--- src/rtl/clk_step_ctrl.sv ---
// ---------------------------------------------------------------------------
// clk_step_ctrl
//   Single-clock step sequencer for the lab clock-source datapath. Produces a
//   one-cycle clock enable (step_en) that downstream latches/counters qualify
//   on clk. Free-run mode steps on a divider tick; manual mode emits a
//   debounced burst of steps per button press; halt freezes stepping.
//
// Parameters
//   DIV_BIT    tick when clkdiv[DIV_BIT:0] is all ones (period 2^(DIV_BIT+1))
//   DB_CYCLES  consecutive stable cycles needed to accept a button change
//   BURST_W    width of burst_len
//
// Ports
//   clk        in   system clock
//   rst_n      in   asynchronous active-low reset
//   mode_run   in   1 = free-run, 0 = manual (asynchronous)
//   btn        in   raw pushbutton, active-high, bouncy (asynchronous)
//   burst_len  in   steps per press, 0 behaves as 1, sampled on press
//   halt       in   synchronous freeze request (level)
//   clkdiv     out  free-running 32-bit divider count
//   step_en    out  one-cycle advance enable
//   busy       out  high while a burst is in progress
//   state      out  FSM state code (LEDs/debug)
//   step_cnt   out  total steps issued, wraps modulo 2^16
// ---------------------------------------------------------------------------
module clk_step_ctrl #(
    parameter int DIV_BIT   = 26,
    parameter int DB_CYCLES = 1_000_000,
    parameter int BURST_W   = 8
) (
    input  logic               clk,
    input  logic               rst_n,
    input  logic               mode_run,
    input  logic               btn,
    input  logic [BURST_W-1:0] burst_len,
    input  logic               halt,
    output logic [31:0]        clkdiv,
    output logic               step_en,
    output logic               busy,
    output logic [2:0]         state,
    output logic [15:0]        step_cnt
);

    localparam logic [2:0] ST_MANUAL  = 3'd0;
    localparam logic [2:0] ST_BURST   = 3'd1;
    localparam logic [2:0] ST_RELEASE = 3'd2;
    localparam logic [2:0] ST_RUN     = 3'd3;
    localparam logic [2:0] ST_HALT    = 3'd4;

    // The counter only ever needs to reach DB_CYCLES-1 before it clears.
    localparam int              DB_W    = (DB_CYCLES > 1) ? $clog2(DB_CYCLES) : 1;
    localparam logic [DB_W-1:0] DB_LAST = DB_W'(DB_CYCLES - 1);

    logic               btn_p0, btn_s;
    logic               mode_p0, mode_s;
    logic [DB_W-1:0]    db_cnt;
    logic               btn_db, btn_db_d;
    logic               press;
    logic               tick;
    logic [BURST_W-1:0] rem, rem_nxt;
    logic [2:0]         state_nxt;

    // A zero-length burst still issues one step.
    function automatic logic [BURST_W-1:0] clamp_burst(input logic [BURST_W-1:0] len);
        return (len == '0) ? BURST_W'(1) : len;
    endfunction

    assign tick = &clkdiv[DIV_BIT:0];

    always_ff @(posedge clk or negedge rst_n) begin
        if (!rst_n) begin
            clkdiv <= '0;
        end else begin
            clkdiv <= clkdiv + 32'd1;
        end
    end

    // Stage p0 -> s: two-flop synchronisers for the asynchronous inputs.
    always_ff @(posedge clk or negedge rst_n) begin
        if (!rst_n) begin
            btn_p0  <= 1'b0;
            btn_s   <= 1'b0;
            mode_p0 <= 1'b0;
            mode_s  <= 1'b0;
        end else begin
            btn_p0  <= btn;
            btn_s   <= btn_p0;
            mode_p0 <= mode_run;
            mode_s  <= mode_p0;
        end
    end

    // Stage s -> db: accept a new button level only after DB_CYCLES
    // consecutive cycles of disagreement with the current debounced level.
    always_ff @(posedge clk or negedge rst_n) begin
        if (!rst_n) begin
            db_cnt   <= '0;
            btn_db   <= 1'b0;
            btn_db_d <= 1'b0;
        end else begin
            btn_db_d <= btn_db;
            if (btn_s == btn_db) begin
                db_cnt <= '0;
            end else if (db_cnt == DB_LAST) begin
                btn_db <= btn_s;
                db_cnt <= '0;
            end else begin
                db_cnt <= db_cnt + DB_W'(1);
            end
        end
    end

    assign press = btn_db & ~btn_db_d;

    always_comb begin
        state_nxt = state;
        rem_nxt   = rem;
        if (halt) begin
            // Freeze wins over everything, including a coincident press.
            state_nxt = ST_HALT;
            rem_nxt   = '0;
        end else begin
            case (state)
                ST_MANUAL: begin
                    if (mode_s) begin
                        state_nxt = ST_RUN;
                    end else if (press) begin
                        rem_nxt   = clamp_burst(burst_len);
                        state_nxt = ST_BURST;
                    end
                end
                ST_BURST: begin
                    rem_nxt = rem - BURST_W'(1);
                    if (rem == BURST_W'(1)) begin
                        state_nxt = ST_RELEASE;
                    end
                end
                ST_RELEASE: begin
                    // Hold here until the button is let go so one press
                    // cannot retrigger.
                    if (!btn_db) begin
                        state_nxt = mode_s ? ST_RUN : ST_MANUAL;
                    end
                end
                ST_RUN: begin
                    if (!mode_s) begin
                        state_nxt = ST_MANUAL;
                    end
                end
                ST_HALT: begin
                    if (!btn_db) begin
                        state_nxt = mode_s ? ST_RUN : ST_MANUAL;
                    end
                end
                default: begin
                    state_nxt = ST_MANUAL;
                    rem_nxt   = '0;
                end
            endcase
        end
    end

    // Stage db -> fsm: registered state and remaining-step count.
    always_ff @(posedge clk or negedge rst_n) begin
        if (!rst_n) begin
            state <= ST_MANUAL;
            rem   <= '0;
        end else begin
            state <= state_nxt;
            rem   <= rem_nxt;
        end
    end

    // Decoded purely from registers so no input reaches step_en combinationally.
    assign step_en = (state == ST_BURST) | ((state == ST_RUN) & tick);
    assign busy    = (state == ST_BURST);

    always_ff @(posedge clk or negedge rst_n) begin
        if (!rst_n) begin
            step_cnt <= '0;
        end else if (step_en) begin
            step_cnt <= step_cnt + 16'd1;
        end
    end

endmodule

--- config.mk ---
export PLATFORM = sky130hd
export DESIGN_NAME = clk_step_ctrl
export DESIGN_NICKNAME = d
export VERILOG_FILES = /design/src/rtl/clk_step_ctrl.sv
export SDC_FILE = /design/constraint.sdc
export NUM_CORES = 1
export LEC_CHECK = 0
export BUFFER_PORTS_ARGS = -buffer_cell sky130_fd_sc_hd__buf_4
export CORE_UTILIZATION = 56
export DETAILED_ROUTE_END_ITERATION = 7
export GPL_TIMING_DRIVEN = 0
export MAX_ROUTING_LAYER = met4
export PLACE_DENSITY = 0.79
export REMOVE_ABC_BUFFERS = 1
export SYNTH_ARGS = -nofsm -noshare
export SYNTH_HDL_FRONTEND = slang
export SYNTH_SLANG_ARGS = --single-unit
--- constraint.sdc ---
create_clock -name clk -period 3.35 [get_ports clk]
set_input_delay 1.005 -clock clk [delete_from_list [all_inputs] [get_ports clk]]
set_output_delay 1.005 -clock clk [all_outputs]
set_load 0.02 [all_outputs]
== Word-level counts from Yosys, hierarchy flattened ==
Index checks and enable logic that the tools add are counted.
Widths: inputs -> output; s select.
Storage, ports and cells
  memories kept: 0
  memory bits (writable): 0
  bits in latches: 0
  input bits: 13
  logic and storage cells: 57
  flip-flop bits (word level): 85
  ROM bits: 0
Cells by class
  multiply operators: 0
  add/sub/neg operators: 4
  bitwise gates (word level): 5
  mux-type cells: 15
  div/mod/pow operators: 0
  $lt $le $gt $ge: 0
  reductions and logical operators: 8
  shifts and indexed selects: 0
  equality and inequality tests: 14
Operators by type and width (number)
  $mux 20: 2
  $add 32x1->32 const B: 1
  $mux 8: 4
  $reduce_and 27->1: 1
  $pmux 8 s3: 1
  $add 20x1->20 const B: 1
  $eq 20x20->1 const B: 1
  $mux 3: 6
  $add 16x1->16 const B: 1
  $ne 3x3->1 const B: 4
  $pmux 3 s4: 1
  $eq 8x1->1 const B: 1
  $logic_not 8->1: 1
  $sub 8x1->8 const B: 1
  $eq 3x2->1 const B: 2
  $ne 4x4->1 const B: 1
  $reduce_and 4->1: 1
  $eq 3x1->1 const B: 1
  $eq 3x3->1 const B: 1
  $logic_not 3->1: 1
  $ne 3x2->1 const B: 1
  $reduce_and 3->1: 1
  $reduce_or 3->1: 1
  $and 1x1->1: 2
  7 further kinds: 8

== Longest topological paths before layout ==
  depth after elaboration: 6
  depth in mapped cells: 8

== Worst setup path before layout ==
OpenSTA, ideal clock, no wires.
  path kind: reg-to-output
  start: register clkdiv[0]
  end: output step_en
  path slack: 0.262 ns
  arrival time: 2.083 ns
  path buffers: 1
  stages on the path, launching flop included: 7
  required time: 2.345 ns
  cells stage by stage: dfrtp_1 > ha_1 > nand3_1 > or3_1 > buf_2 > o41a_4 > nor2_1
Between the ends
  cells in the longest elaborated chain, start to end: 3
RTL lines
  from (decl): line 37  | output logic [31:0] clkdiv,
  from (signal assigned): line 74  | clkdiv <= clkdiv + 32'd1;
  $reduce_and 27->1: line 68  | assign tick = &clkdiv[DIV_BIT:0];
  $and 1x1->1: line 175  | assign step_en = (state == ST_BURST) | ((state == ST_RUN) & tick);
  $or 1x1->1: line 175
  to (decl): line 38  | output logic step_en,
Every way passes these cells.

== Worst setup path in the final report ==
  start: register clkdiv[1]
  end: output step_en
Same word-level chain as after synthesis.

==> results_dict.tcl <==
set metrics [dict create \
    grt-busiest-layer "met2" \
    grt_max_degree 86 \
    power_switching_share_pct 31.6 \
    synth_area_mm2 0.00409 \
    yosysWarnings 0 \
    timing.rr.start "clkdiv[1]" \
    fillers 549 \
    min_from "mode_p0" \
    num_vias 3125 \
    gp_congestion 0.844 \
    hold_buffers 0 \
    synth_edf_count 0 \
    finalHoldViolations 0 \
    max_freq_ghz 0.312 \
    synth_area_leaders "dfrtp_1 52%, xor2_1 9.6%, xnor2_1 4.7%, nor2_1 4.7%, nand2_1 3.1%" \
    cts_buffer_depth 2 \
    slew_violations 0 \
    ir_drop_uv 368 \
    synth_most_common_cell "dfrtp_1" \
    wl_um 8490 \
    grt.overflow.total 0 \
    ys_seq_area_share_pct 52.1 \
    wire_per_inst_um 14.9 \
    p_int_w 0.00186 \
    crit_path_end_kind "output pin" \
    boundaryPins 66 \
    critical_path_arrival_ps 2200 \
    pwr-share-clk_pct 31.6 \
    grtUsageMet3_pct 5.50 \
    grt_pass1_vias 2993 \
    nNetsFinal 486 \
    holdPathStages 0 \
    leakage_nw 2.39 \
    pwr-share-seq_pct 45.2 \
    final_antenna_net_count 0 \
    switchingPower_w 0.000862 \
    grt_pass1_wl_um 14000 \
    crit_type "reg2out" \
    start_kind "flip-flop" \
    synth_commonest_cells "85 x dfrtp_1, 51 x nor2_1, 45 x xor2_1, 34 x nand2_1, 23 x nand3_1" \
    maxCapViolations 0 \
    combinationalPowerShare_pct 23.2 \
    drc 0 \
    hold_path_class "reg2reg" \
    dieArea_mm2 0.00764 \
    die_h_um 87.4 \
    viasPerCell 5.49 \
    r2r_cells 7 \
    start_util_pct 59.1 \
    rsz0062_at_grt "no" \
    async_flop_share_pct 100 \
    dpl_cell_area_mm2 0.00465 \
    reg2reg_to "step_cnt[14]" \
    rows 30 \
    clk_pin_slew_worst_paths_ps 90 \
    power_density_mw_per_mm2 548 \
    layout-drive-gt1-share_pct 22.8 \
    core_mm2 0.00691 \
    numCtsBuffers 9 \
    finish.utilization_pct 72.0 \
    reg2reg_setup_slack_ps 980 \
    insertedDiodeCount 0 \
    antenna_found_initial 0 \
    setup_tns_ps 0 \
    fin_skew_ps 12.6 \
    cp.required_ps 2340 \
    stdcell_area_mm2 0.00497 \
    syn-instance-count 395 \
    clkSinkCount 85 \
    synth_top_flop_cell "dfrtp_1" \
    synth.distinct_cells 42 \
    drt_first_pass_iters 4 \
    synthToLayoutAreaGrowth_pct 21.7 \
    drt_first_iter_violations 153 \
    tightest_slew_ps 1040 \
    grtUsageTotal_pct 24.6 \
    fp.dieW_um 87.4 \
    grt_use_met1_pct 32.8 \
    cts_tree "done" \
    avgSynthCellArea_um2 10.3 \
    cts_max_level 3 \
    numPortBuffers 65 \
    whs_endpoint "mode_s" \
    insertion_delay_ps 360 \
    synth_area_leader_cell "dfrtp_1" \
    cts-root-buf "clkbuf_8" \
    dp_hpwl_um 5700 \
    grt_use_met2_pct 37.3 \
    netlist.area_leader.share_pct 52.1 \
    finalCritPeriodShare_pct 95.5 \
    ys_ff_latch 85 \
    path_max_fanout 5 \
    setup_violations 0 \
    fin_crit_ps 3200 \
    slew_headroom_pct 30.5 \
    status "finished, final reports clean" \
]
-- what timing repair did --
action,in CTS,in global routing
setup endpoints to repair,1,2
pin swaps,1,3
gates cloned,0,0
resized for setup,4,5
buffers inserted,2,4
-- routing by layer --
layer | share of wire (%) | routed length (µm) | up-vias
li1 | - | - | 1523
met2 | 49 | 4170 | 60
met1 | 46 | 3860 | 1528
met5 | 0 | 0 | -
met3 | 3.7 | 316 | 14
met4 | 1.6 | 138 | 0
-- registers in the layout, summed over array words and instances (netlist names) --
name,cells
step_cnt,16
btn_db,1
mode_p0,1
rem,8
btn_db_d,1
db_cnt,20
mode_s,1
btn_s,1
clkdiv,32
btn_p0,1
state,3
-- critical path, stage by stage, from the launching register on --
cell,delay (ps)
dfrtp_1,420
ha_4,160
nand3_2,120
or3_4,430
o41a_4,400
nor2_4,160
buf_6,140
-- worst max path at each step --
| stage | from | endpoint | slack [ps] | depth (start not counted) |
|---|---|---|---|---|
| finish | clkdiv[1] | step_en | 150 | 6 |
| global route | clkdiv[1] | step_en | 80 | 6 |
| CTS | clkdiv[1] | step_en | 10 | 6 |
| detailed placement | clkdiv[0] | step_en | 140 | 6 |
| global placement | clkdiv[0] | step_en | 190 | 6 |
| floorplan | clkdiv[0] | step_en | 210 | 5 |
-- through the flow --
stage               hold slack (ps)  setup slack [ps]  power [W]  std cells
floorplan                       331               209    0.00165        386
global placement                332               189    0.00184        547
detailed placement              335               138    0.00186        547
CTS                             345              12.8    0.00273        565
global route                    377              84.1    0.00288        569
finish                          348               149    0.00273        569
-- cell families (layout without fill, tap and decap cells) --
| kind of cell | Yosys count | after routing | share of synthesized area (%) |
|---|---|---|---|
| adders and majority gates | 5 | 5 | 1.53 |
| DFF | 85 | 85 | 52.1 |
| AOI/OAI and AO/OA | 32 | 32 | 5.54 |
| buffers and inverters | 18 | 96 | 1.87 |
| and+or+nand+nor | 185 | 185 | 23.8 |
| xor gates and xnor gates | 67 | 67 | 14.4 |
| muxes | 3 | 3 | 0.796 |
-- cells in the final DEF, fill, tap and decap left out, types with 2 or more instances in the layout --
| cell type | netlist | layout |
|---|---|---|
| a21o_1 | 2 | 2 |
| a21oi_1 | 8 | 8 |
| a221oi_1 | 5 | 5 |
| a31oi_1 | 3 | 3 |
| a32o_1 | 2 | 2 |
| and3_1 | 10 | 10 |
| and4_1 | 2 | 2 |
| buf_4 | 0 | 70 |
| bufinv_16 | 0 | 3 |
| clkbuf_8 | 0 | 9 |
| clkinv_2 | 0 | 3 |
| dfrtp_1 | 85 | 84 |
| ha_1 | 5 | 4 |
| inv_1 | 8 | 8 |
| mux2_2 | 2 | 2 |
| nand2_1 | 34 | 34 |
| nand2b_1 | 3 | 2 |
| nand3_1 | 23 | 22 |
| nand4_1 | 10 | 10 |
| nor2_1 | 51 | 50 |
| nor2b_1 | 3 | 3 |
| nor3_1 | 14 | 14 |
| nor4_1 | 11 | 11 |
| nor4_2 | 5 | 5 |
| nor4b_1 | 5 | 5 |
| o21ai_0 | 6 | 6 |
| o31ai_1 | 3 | 3 |
| or2_2 | 5 | 5 |
| or3_1 | 3 | 2 |
| xnor2_1 | 22 | 22 |
| xor2_1 | 45 | 45 |
-- final cells by class --
type | instances | area (µm²) | share of cell area (%)
inverter | 9 | 33.8 | 0.680
clock buffer | 9 | 124 | 2.49
timing repair buffer | 71 | 537 | 10.8
tap | 96 | 120 | 2.42
sequential | 85 | 2130 | 42.8
multi-input combinational | 292 | 1910 | 38.5
clock inverter | 7 | 114 | 2.29
-- power groups by stage --
stage	logic (W)	registers (W)	clock network [W]
after CTS	0.000627	0.00123	0.000876
final	0.000631	0.00123	0.000863
after floorplan	0.000381	0.00127	0
after global routing	0.000703	0.00125	0.000930
after detailed placement	0.000613	0.00125	0
after global placement	0.000598	0.00124	0
Note: power is estimated with default switching activity, not from simulation.
